===== src/rtl/thermal_guard_pkg.sv =====
// ---------------------------------------------------------------------------
// thermal_guard_pkg
// Shared definitions for the sysmon thermal guard: supervisor state encoding,
// register window offsets, control-register bit positions, reset defaults
// and small arithmetic helpers used by the escalation logic.
// ---------------------------------------------------------------------------
package thermal_guard_pkg;

   typedef enum logic [1:0] {
      ST_NORMAL = 2'd0,
      ST_WARN   = 2'd1,
      ST_ALARM  = 2'd2
   } tg_state_e;

   // Byte offsets inside the 4-word register window
   localparam logic [31:0] OFF_STATUS = 32'h0000_0000;
   localparam logic [31:0] OFF_THRESH = 32'h0000_0004;
   localparam logic [31:0] OFF_HYST   = 32'h0000_0008;
   localparam logic [31:0] OFF_CTRL   = 32'h0000_000C;

   // Control-register write bits
   localparam int unsigned CLR_BIT   = 0;
   localparam int unsigned MMRST_BIT = 1;

   // Reset defaults (raw system-monitor LSBs)
   localparam logic [9:0] DEF_WARN_TH  = 10'h2C3;
   localparam logic [9:0] DEF_ALARM_TH = 10'h2EC;
   localparam logic [5:0] DEF_HYST     = 6'd8;

   // Release level of a threshold: thr - hyst, clamped at zero
   function automatic logic [9:0] release_level(input logic [9:0] thr,
                                                input logic [5:0] hyst);
      logic [9:0] hyst_ext;
      hyst_ext = {4'd0, hyst};
      if (thr > hyst_ext) begin
         return thr - hyst_ext;
      end else begin
         return 10'd0;
      end
   endfunction

   // Saturating increment of the 4-bit debounce counter
   function automatic logic [3:0] sat_inc4(input logic [3:0] v);
      if (v == 4'hF) begin
         return 4'hF;
      end else begin
         return v + 4'd1;
      end
   endfunction

endpackage


===== src/rtl/thermal_sample_timer.sv =====
// ---------------------------------------------------------------------------
// thermal_sample_timer
// Brings the asynchronous system-monitor temperature into the PicoClk domain
// and produces one captured sample per divider period. The raw value passes
// a two-flop synchroniser plus a third compare stage; a pending request is
// only served once two consecutive synchronised values agree, so a code that
// is mid-transition is never captured.
//
// Ports:
//   clk        in   sampling clock
//   rst_n      in   asynchronous active-low reset
//   temp[9:0]  in   raw temperature (asynchronous)
//   sample_vld out  one-cycle pulse, last is fresh while high
//   last[9:0]  out  most recently captured temperature
// ---------------------------------------------------------------------------
module thermal_sample_timer
   import thermal_guard_pkg::*;
#(
   parameter int unsigned SAMPLE_DIV = 65536
)(
   input  logic       clk,
   input  logic       rst_n,
   input  logic [9:0] temp,
   output logic       sample_vld,
   output logic [9:0] last
);

   localparam int unsigned      DIV_W    = $clog2(SAMPLE_DIV);
   localparam logic [DIV_W-1:0] DIV_LAST = DIV_W'(SAMPLE_DIV - 1);

   logic [DIV_W-1:0] div_r;
   logic [9:0]       sync1_r;
   logic [9:0]       sync2_r;
   logic [9:0]       sync3_r;
   logic             req_r;
   logic             vld_r;
   logic [9:0]       last_r;
   logic             term_s;
   logic             stable_s;
   logic             capture_s;

   assign term_s    = (div_r == DIV_LAST);
   assign stable_s  = (sync2_r == sync3_r);
   assign capture_s = req_r & stable_s;

   // Free-running sample-rate divider
   always_ff @(posedge clk or negedge rst_n) begin
      if (!rst_n) begin
         div_r <= '0;
      end else if (term_s) begin
         div_r <= '0;
      end else begin
         div_r <= div_r + DIV_W'(1);
      end
   end

   // Synchroniser chain; the third stage only feeds the stability compare
   always_ff @(posedge clk or negedge rst_n) begin
      if (!rst_n) begin
         sync1_r <= 10'd0;
         sync2_r <= 10'd0;
         sync3_r <= 10'd0;
      end else begin
         sync1_r <= temp;
         sync2_r <= sync1_r;
         sync3_r <= sync2_r;
      end
   end

   // Request/capture handshake; a terminal count re-arms even while capturing
   always_ff @(posedge clk or negedge rst_n) begin
      if (!rst_n) begin
         req_r  <= 1'b0;
         vld_r  <= 1'b0;
         last_r <= 10'd0;
      end else begin
         vld_r <= capture_s;
         if (capture_s) begin
            last_r <= sync3_r;
         end
         if (term_s) begin
            req_r <= 1'b1;
         end else if (capture_s) begin
            req_r <= 1'b0;
         end
      end
   end

   assign sample_vld = vld_r;
   assign last       = last_r;

endmodule


===== src/rtl/sysmon_thermal_guard.sv =====
// ---------------------------------------------------------------------------
// sysmon_thermal_guard
// Thermal supervisor behind the system monitor. Samples the raw temperature
// at a fixed rate, runs a debounced, hysteretic NORMAL/WARN/ALARM machine
// against programmable thresholds and drives warn/alarm to board logic.
// Thresholds, status and min/max history sit on the PicoBus.
//
// Ports:
//   PicoClk          in   sole clock
//   PicoRst_n        in   asynchronous active-low reset
//   PicoAddr[31:0]   in   bus byte address
//   PicoDataIn[31:0] in   bus write data
//   PicoDataOut[31:0]out  registered read data (valid 1 cycle after PicoRd)
//   PicoRd           in   read strobe
//   PicoWr           in   write strobe
//   temp[9:0]        in   raw temperature from the system monitor (async)
//   warn             out  high in WARN or ALARM
//   alarm            out  high in ALARM
//
// Build option: THERMAL_GUARD_MINMAX_EN enables min/max history at +C.
// ---------------------------------------------------------------------------
`ifndef THERMAL_GUARD_ADDR
`define THERMAL_GUARD_ADDR 32'h0000_0F00
`endif

module sysmon_thermal_guard
   import thermal_guard_pkg::*;
#(
   parameter logic [31:0] BASE_ADDR     = `THERMAL_GUARD_ADDR,
   parameter int unsigned SAMPLE_DIV    = 65536,
   parameter int unsigned DEBOUNCE      = 4,
   parameter logic [9:0]  WARN_DEFAULT  = DEF_WARN_TH,
   parameter logic [9:0]  ALARM_DEFAULT = DEF_ALARM_TH,
   parameter logic [5:0]  HYST_DEFAULT  = DEF_HYST
)(
   input  logic        PicoClk,
   input  logic        PicoRst_n,
   input  logic [31:0] PicoAddr,
   input  logic [31:0] PicoDataIn,
   output logic [31:0] PicoDataOut,
   input  logic        PicoRd,
   input  logic        PicoWr,
   input  logic [9:0]  temp,
   output logic        warn,
   output logic        alarm
);

   localparam logic [3:0] DEB_CNT = 4'(DEBOUNCE);

   logic        sample_vld_s;
   logic [9:0]  last_s;

   logic        hit_status_s, hit_thresh_s, hit_hyst_s, hit_ctrl_s;
   logic        wr_thresh_s, wr_hyst_s, wr_ctrl_s;
   logic [9:0]  warn_th_r, alarm_th_r;
   logic [5:0]  hyst_r;
   logic [9:0]  warn_eff_s, alarm_eff_s;
   logic [5:0]  hyst_eff_s;
   logic [9:0]  warn_rel_s, alarm_rel_s;
   logic        clr_eff_s;

   tg_state_e   state_r, state_next_s;
   logic [3:0]  dbc_r, dbc_next_s, dbc_inc_s;
   logic        clr_pend_r, clr_next_s;

   logic        warn_r, alarm_r;
   logic [31:0] data_out_r;
   logic [31:0] rd_data_s;
   logic [31:0] ctrl_rd_s;
   logic        unused_bits_s;

   thermal_sample_timer #(
      .SAMPLE_DIV (SAMPLE_DIV)
   ) u_timer (
      .clk        (PicoClk),
      .rst_n      (PicoRst_n),
      .temp       (temp),
      .sample_vld (sample_vld_s),
      .last       (last_s)
   );

   assign hit_status_s = (PicoAddr == BASE_ADDR + OFF_STATUS);
   assign hit_thresh_s = (PicoAddr == BASE_ADDR + OFF_THRESH);
   assign hit_hyst_s   = (PicoAddr == BASE_ADDR + OFF_HYST);
   assign hit_ctrl_s   = (PicoAddr == BASE_ADDR + OFF_CTRL);
   assign wr_thresh_s  = PicoWr & hit_thresh_s;
   assign wr_hyst_s    = PicoWr & hit_hyst_s;
   assign wr_ctrl_s    = PicoWr & hit_ctrl_s;

   assign unused_bits_s = ^{PicoDataIn[31:26], PicoDataIn[15:10]};

   // A write landing with sample_vld must already steer that sample
   assign warn_eff_s  = wr_thresh_s ? PicoDataIn[9:0]   : warn_th_r;
   assign alarm_eff_s = wr_thresh_s ? PicoDataIn[25:16] : alarm_th_r;
   assign hyst_eff_s  = wr_hyst_s   ? PicoDataIn[5:0]   : hyst_r;
   assign warn_rel_s  = release_level(warn_eff_s, hyst_eff_s);
   assign alarm_rel_s = release_level(alarm_eff_s, hyst_eff_s);
   assign clr_eff_s   = clr_pend_r |
                        (wr_ctrl_s & PicoDataIn[CLR_BIT] & (state_r == ST_ALARM));
   assign dbc_inc_s   = sat_inc4(dbc_r);

   // Programmable thresholds and hysteresis
   always_ff @(posedge PicoClk or negedge PicoRst_n) begin
      if (!PicoRst_n) begin
         warn_th_r  <= WARN_DEFAULT;
         alarm_th_r <= ALARM_DEFAULT;
         hyst_r     <= HYST_DEFAULT;
      end else begin
         warn_th_r  <= warn_eff_s;
         alarm_th_r <= alarm_eff_s;
         hyst_r     <= hyst_eff_s;
      end
   end

   // Supervisor state, debounce counter and pending clear
   always_ff @(posedge PicoClk or negedge PicoRst_n) begin
      if (!PicoRst_n) begin
         state_r    <= ST_NORMAL;
         dbc_r      <= 4'd0;
         clr_pend_r <= 1'b0;
      end else begin
         state_r    <= state_next_s;
         dbc_r      <= dbc_next_s;
         clr_pend_r <= clr_next_s;
      end
   end

   // Escalation / release decisions, evaluated once per captured sample.
   // The debounce count restarts on every state change so each escalation
   // step needs its own run of DEBOUNCE hot samples.
   always_comb begin
      state_next_s = state_r;
      dbc_next_s   = dbc_r;
      clr_next_s   = clr_eff_s;
      if (sample_vld_s) begin
         case (state_r)
            ST_NORMAL: begin
               if (last_s >= warn_eff_s) begin
                  if (dbc_inc_s == DEB_CNT) begin
                     state_next_s = ST_WARN;
                     dbc_next_s   = 4'd0;
                  end else begin
                     dbc_next_s   = dbc_inc_s;
                  end
               end else begin
                  dbc_next_s = 4'd0;
               end
            end
            ST_WARN: begin
               if (last_s < warn_rel_s) begin
                  state_next_s = ST_NORMAL;
                  dbc_next_s   = 4'd0;
               end else if (last_s >= alarm_eff_s) begin
                  if (dbc_inc_s == DEB_CNT) begin
                     state_next_s = ST_ALARM;
                     dbc_next_s   = 4'd0;
                  end else begin
                     dbc_next_s   = dbc_inc_s;
                  end
               end else begin
                  dbc_next_s = 4'd0;
               end
            end
            ST_ALARM: begin
               if (clr_eff_s && (last_s < alarm_rel_s)) begin
                  state_next_s = (last_s < warn_rel_s) ? ST_NORMAL : ST_WARN;
                  dbc_next_s   = 4'd0;
                  clr_next_s   = 1'b0;
               end else begin
                  dbc_next_s   = dbc_r;
               end
            end
            default: begin
               state_next_s = ST_NORMAL;
               dbc_next_s   = 4'd0;
               clr_next_s   = 1'b0;
            end
         endcase
      end else begin
         dbc_next_s = dbc_r;
      end
   end

`ifdef THERMAL_GUARD_MINMAX_EN
   logic [9:0] min_r, max_r;
   logic       mm_rst_s;

   assign mm_rst_s  = wr_ctrl_s & PicoDataIn[MMRST_BIT];
   assign ctrl_rd_s = {6'd0, max_r, 6'd0, min_r};

   // Min/max history; a reset coinciding with a sample seeds both with it
   always_ff @(posedge PicoClk or negedge PicoRst_n) begin
      if (!PicoRst_n) begin
         min_r <= 10'h3FF;
         max_r <= 10'h000;
      end else if (mm_rst_s) begin
         if (sample_vld_s) begin
            min_r <= last_s;
            max_r <= last_s;
         end else begin
            min_r <= 10'h3FF;
            max_r <= 10'h000;
         end
      end else if (sample_vld_s) begin
         if (last_s < min_r) begin
            min_r <= last_s;
         end
         if (last_s > max_r) begin
            max_r <= last_s;
         end
      end
   end
`else
   assign ctrl_rd_s = 32'h0000_0000;
`endif

   // Read-data decode; unmapped addresses read as zero
   always_comb begin
      rd_data_s = 32'h0000_0000;
      if (hit_status_s) begin
         rd_data_s = {state_r, clr_pend_r, 19'd0, last_s};
      end else if (hit_thresh_s) begin
         rd_data_s = {6'd0, alarm_th_r, 6'd0, warn_th_r};
      end else if (hit_hyst_s) begin
         rd_data_s = {26'd0, hyst_r};
      end else if (hit_ctrl_s) begin
         rd_data_s = ctrl_rd_s;
      end else begin
         rd_data_s = 32'h0000_0000;
      end
   end

   // Registered bus read data and state decodes
   always_ff @(posedge PicoClk or negedge PicoRst_n) begin
      if (!PicoRst_n) begin
         data_out_r <= 32'h0000_0000;
         warn_r     <= 1'b0;
         alarm_r    <= 1'b0;
      end else begin
         if (PicoRd) begin
            data_out_r <= rd_data_s;
         end
         warn_r  <= (state_r != ST_NORMAL);
         alarm_r <= (state_r == ST_ALARM);
      end
   end

   assign PicoDataOut = data_out_r;
   assign warn        = warn_r;
   assign alarm       = alarm_r;

endmodule


===== config.mk =====
export PLATFORM = sky130hd
export DESIGN_NAME = sysmon_thermal_guard
export DESIGN_NICKNAME = d
export VERILOG_FILES = /design/src/rtl/thermal_guard_pkg.sv /design/src/rtl/thermal_sample_timer.sv /design/src/rtl/sysmon_thermal_guard.sv
export SDC_FILE = /design/constraint.sdc
export NUM_CORES = 1
export LEC_CHECK = 0
export BUFFER_PORTS_ARGS = -buffer_cell sky130_fd_sc_hd__buf_2
export CAP_MARGIN = 15
export CORE_AREA = 2 2 154 156
export DETAILED_ROUTE_END_ITERATION = 7
export DIE_AREA = 0 0 156 158
export GPL_TIMING_DRIVEN = 1
export SYNTH_ARGS = -nofsm -noshare
export SYNTH_HDL_FRONTEND = slang
export SYNTH_SLANG_ARGS = --single-unit
export TNS_END_PERCENT = 5

===== constraint.sdc =====
create_clock -name PicoClk -period 5.2 [get_ports PicoClk]
set_clock_uncertainty 0.15 [all_clocks]
set_input_delay 0.52 -clock PicoClk [delete_from_list [all_inputs] [get_ports PicoClk]]
set_output_delay 0.52 -clock PicoClk [all_outputs]
set_load 0.01 [all_outputs]

# Yosys cells after proc, flatten, opt, wreduce, memory -nomap -nowiden
# Index checks and enable logic that the tools add are counted.
# totals
ff_bits	125
output_inout_bits	34
elab_cells	84
# classes
n_addsub	4
magnitude_cmp	6
eq_ne	15
mux	29
bitwise_logic	7
reduce_logical	7
# ops
op	n
equality test 32 x 12 -> 1 bit (second input constant)	4
2-to-1 mux 10 bit	4
2-to-1 mux 32 bit	1
2-to-1 mux 26 bit	1
2-to-1 mux 4 bit	6
greater-or-equal comparator 10 bit	2
greater-than comparator 10 x 6 -> 1 bit	2
< comparator 10 bit	2
subtractor 10 x 6 -> 10 bit	2
adder 16 x 1 -> 16 bit (second input constant)	1
equality test 16 bit (second input constant)	1
2-to-1 mux 16 bit	1
2-to-1 mux 2 bit	6
2-to-1 mux 6 bit	2
one-hot mux 4 bit (3 select lines)	1
equality test 10 bit	1
bitwise AND 1 bit	6
inequality test 3 bit (second input constant)	2
one-hot mux 2 bit (3 select lines)	1
AND reduction 6 bit	1
2-to-1 mux 1 bit	5
adder 4 x 1 -> 4 bit (second input constant)	1
equality test 4 x 3 -> 1 bit (second input constant)	1
equality test 4 bit (second input constant)	1
other kinds (11)	13

# Logic depth before layout (Yosys ltp)
# depth
depth_word	10
depth_mapped	29
ltp_nobuf	28

# Modules after synthesis
# From an unflattened synthesis, not the netlist that was laid out.
# hier_totals
cells_unflattened	668
area_unflattened_um2	6816.5
# by_module_without_submodules
module	instances	cells_per_inst	area_per_inst_um2
sysmon_thermal_guard	1	533	4785.8
thermal_sample_timer	1	135	2030.7

# Least setup slack after synthesis
# No wires, ideal clock.
# synth_timing
path_kind	input to register
start	input port PicoAddr[22]
end	register dbc_r[2]
setup_ns	0.121
t_arrival_ns	5.668
t_required_ns	4.929
slack_ns	-0.739
path_stages	28
n_path_buf	2
cell_sequence	nor4b_4 -> nand4_4 -> nor3_2 -> buf_6 -> clkbuf_1 -> mux2i_1 -> ha_1 -> fa_1 -> nor2b_1 -> o21ai_0 -> o21ai_0 -> a2bb2oi_1 -> o21a_1 -> o31ai_1 -> a21o_1 -> a21o_1 -> nand2_1 -> ha_1 -> a21o_1 -> a21o_1 -> a21oi_1 -> o21ai_0 -> nand3_1 -> nand2_1 -> a32o_1 -> a31oi_1 -> nor3b_1 -> o22a_1
# synth_between
elab_chain_len	9
word_cells_on_any_way	29
# synth_rtl
item	line_no	text
start, declared	sysmon_thermal_guard.sv:38	input logic [31:0] PicoAddr,
equality test 32 x 12 -> 1 bit, on equally long branches	sysmon_thermal_guard.sv:83, sysmon_thermal_guard.sv:84	
bitwise AND 1 bit, on equally long branches	sysmon_thermal_guard.sv:86, sysmon_thermal_guard.sv:87	
2-to-1 mux 10 bit / 2-to-1 mux 6 bit (equally long branches)	sysmon_thermal_guard.sv:94, sysmon_thermal_guard.sv:95	
subtractor 10 x 6 -> 10 bit / greater-than comparator 10 x 6 -> 1 bit (equally long branches)	thermal_guard_pkg.sv:36, thermal_guard_pkg.sv:35	
2-to-1 mux 10 bit	thermal_guard_pkg.sv:35	if (thr > hyst_ext) begin
< comparator 10 bit	sysmon_thermal_guard.sv:165	if (clr_eff_s && (last_s < alarm_rel_s)) begin
logical AND 1 bit	sysmon_thermal_guard.sv:165	
inequality test 2 x 1 -> 1 bit (no source line)	--	
AND reduction 2 bit (no source line)	--	
end signal, assigned	sysmon_thermal_guard.sv:123	dbc_r <= dbc_next_s;
end, declared	sysmon_thermal_guard.sv:63	logic [3:0] dbc_r, dbc_next_s, dbc_inc_s;
# Parallel ways exist; a longest one is shown, timed or not.
# A chain may end at the register's enable or synchronous reset.

# Worst setup path after layout
# layout_timing
start	input port PicoAddr[19]
end	register dbc_r[2]
# Same word-level chain as after synthesis.

==> flow_summary.json <==
{
  "worstPathRequired_ns": 5.41,
  "worst_slew_pin_slew_ns": 0.7559,
  "hold_buffers": 0,
  "grt_pass1_wl_um": 28470,
  "cp_slowest_cell": "nor4_4",
  "yosysTopAreaCellShare": 0.3848,
  "drc": 0,
  "die_x_um": 156,
  "antenna_found_initial": 0,
  "dp_slack_ns": -0.6294,
  "worst_slack_ns": -0.04077,
  "fp-row-count": 56,
  "worstPathArrival_ns": 5.45,
  "top_usage_layer": "met2",
  "antenna_left": 0,
  "clkTransAtPathRegs_ns": 0.06,
  "fp.dieH_um": 158,
  "drv_slew": 0,
  "syn_inst": 693,
  "area_growth_pct": 30.67,
  "fmax_mhz": 190.8,
  "violations": "negative hold slack, negative setup slack",
  "synth_ff_type": "dfrtp_1",
  "drive_gt1_frac": 0.3040,
  "dieArea_sq_um": 24650,
  "diodes": 0,
  "grt.met1_usage": 0.2048,
  "syn_area_per_cell_sq_um": 9.760,
  "use_met3": 0.03203,
  "powerDensity_nw_per_um2": 257.9,
  "io_pins": 112,
  "cp-end-kind": "register",
  "clk_path_buf_depth": 2,
  "synthTopCellsByArea": "dfrtp_1 38%, ha_1 8.9%, nand2_1 5.5%, dfstp_2 4.7%, mux2i_1 3.8%",
  "peakVddDrop_uv": 229.2,
  "use_met2": 0.2328,
  "setup_tns_ns": -0.07061,
  "drt_pass1_iterations": 5,
  "worst-path-max-fanout": 5,
  "synth-warning-count": 0,
  "yosysSeqAreaShare": 0.4314,
  "setup_viol": 4,
  "track_usage": 0.1494,
  "grt-ovfl-total": 0,
  "leakagePower_uw": 0.004297,
  "outcome": "finished with violations",
  "worst-setup-path-type": "in2reg",
  "cts_tree": "built",
  "hold_viol_final": 1,
  "core_area_sq_um": 23050,
  "rsz0062_at_grt": "yes",
  "synth_seq_cells": 116,
  "cts.sinks": 116,
  "maxCapViolations": 0,
  "synth_enable_flop_cells": 0,
  "hold_ws_ns": -0.0005286,
  "yosysTopAreaCell": "dfrtp_1",
  "grt_max_degree": 61,
  "grt_pass1_vias": 5534,
  "io_buffers": 90,
  "htreeDepth": 4,
  "place_congestion": 0.8165,
  "relSlewSlack": 0.4961,
  "cpPeakStageDelay_ns": 0.35,
  "min_period_over_period": 1.008,
  "vias": 5490,
  "netlist_area_sq_um": 6764,
  "drt_wl_total_um": 17260,
  "cts_buffers": 17,
  "start_kind": "primary input",
  "fin_nets": 991,
  "fin_crit_ns": 5.241,
  "wl_per_cell_um": 14.81,
  "start_util": 0.2934,
  "nFillCells": 2263,
  "first_iter_violations": 366,
  "cts-root-buf": "clkbuf_16",
  "dpl.hpwl_um": 12770,
  "synth_cell_types": 75,
  "clk-insertion-delay-late_ns": 0.42,
  "hold_path.class": "in2async",
  "async_reset_ff_frac": 1.000,
  "viasPerCell": 4.712
}
-- Yosys cell counts, types with 4 or more instances --
cell      count
a21oi_1      20
a211oi_1      6
and4_1        4
dfstp_2      12
dfrtp_1     104
nand4_1       9
ha_1         48
nor4_4        5
clkbuf_1     13
buf_4        10
nor2_1       42
nand2_1     100
o22ai_1       7
and3_1        6
xor2_1       12
nand2b_1      8
mux2i_1      26
a21o_1       17
nor2b_1       8
a221oi_1      4
nand3b_1      6
a31oi_1       4
o21ai_0      38
a22oi_1       5
xnor2_1      26
inv_1        53
nor3_1       11
nand3_1      27
-- routing by layer --
layer,up-vias,share of wire
met2,126,0.46
met3,17,0.044
met1,2596,0.48
met5,-,0
met4,0,0.019
li1,2751,-
-- placed cells by master, fill, tap and decap left out, types with 26 or more instances in the layout --
cell type / instances
buf_4: 79
nand3_1: 27
buf_2: 89
xnor2_1: 26
inv_1: 53
nand2_1: 97
ha_1: 45
nor2_1: 41
o21ai_0: 35
dfrtp_1: 104
-- state kept, by name, summed over array words and instances, names as in the netlist, 10 cells and up --
register and flops:
u_timer.last 10, warn_th_r 10, u_timer.div_r 16, u_timer.sync2_r 10, alarm_th_r 10, PicoDataOut 23, u_timer.sync3_r 10, u_timer.sync1_r 10
-- critical path, delay by kind of cell --
family	cells	cell delay, ns
compound gates	9	1.38
xor+xnor	1	0.15
fa+ha+maj	3	0.71
buf+inv	5	0.76
mux	1	0.33
simple gates	9	1.60
-- worst paths after layout --
path | startpoint | endpoint | slack, ns | cells after the start
max in group asynchronous | PicoRst_n | PicoDataOut[25]$_DFFE_PN0P_ | 3.66 | 2
min in group PicoClk | temp[1] | u_timer.sync1_r[1]$_DFF_PN0_ | 0.05 | 1
max | PicoAddr[19] | dbc_r[2]$_DFFE_PN0P_ | -0.04 | 28
min | PicoRst_n | u_timer.div_r[14]$_DFF_PN0_ | -0.0005 | 1
max reg2reg | hyst_r[0]$_DFF_PN0_ | dbc_r[2]$_DFFE_PN0P_ | 0.81 | 22
min reg2reg | u_timer.sync1_r[4]$_DFF_PN0_ | u_timer.sync2_r[4]$_DFF_PN0_ | 0.20 | 0
-- per-stage QoR --
step / cells / util / cell area, sq um / total power (uW)
after detailed placement: 1125 / 0.3492 / 8049 / 1033
after global placement: 1125 / 0.3492 / 8049 / 1032
final: 1165 / 0.3834 / 8838 / 2279
after global routing: 1165 / 0.3834 / 8838 / 2358
after CTS: 1163 / 0.3797 / 8752 / 2307
after floorplan: 701 / - / 6862 / 976.5
-- power breakdown --
group          internal (uW)  switching [uW]
sequential               918            7.55
combinational           34.5            55.8
clock                    818             446
total                   1770             509
-- cells by family after synthesis --
| family | after synthesis | share of synthesized area |
|---|---|---|
| AOI/OAI and AO/OA | 129 | 0.1291 |
| xor gates and xnor gates | 38 | 0.04920 |
| adders and majority gates | 52 | 0.09786 |
| buffers and inverters | 81 | 0.05290 |
| DFF | 116 | 0.4314 |
| muxes | 28 | 0.04181 |
| other | 1 | 0.0005544 |
| and+or+nand+nor | 248 | 0.1972 |
-- what timing repair did --
item                       4_1_cts  5_1_grt
gates resized for setup          3       18
pin swaps                        4        4
setup endpoints to repair        6        7
buffers inserted                 7        2
-- area by class of cell --
| type | instances | area (sq um) | share of cell area |
|---|---|---|---|
| Multi-Input combinational cell | 504 | 3654 | 0.4134 |
| Clock inverter | 13 | 193.9 | 0.02194 |
| Tap cell | 290 | 362.8 | 0.04105 |
| Sequential cell | 116 | 2918 | 0.3301 |
| Timing Repair Buffer | 171 | 1072 | 0.1213 |
| Clock buffer | 18 | 439.2 | 0.04969 |
| Inverter | 53 | 198.9 | 0.02251 |
No activity file was read; power rests on OpenSTA's default activity.
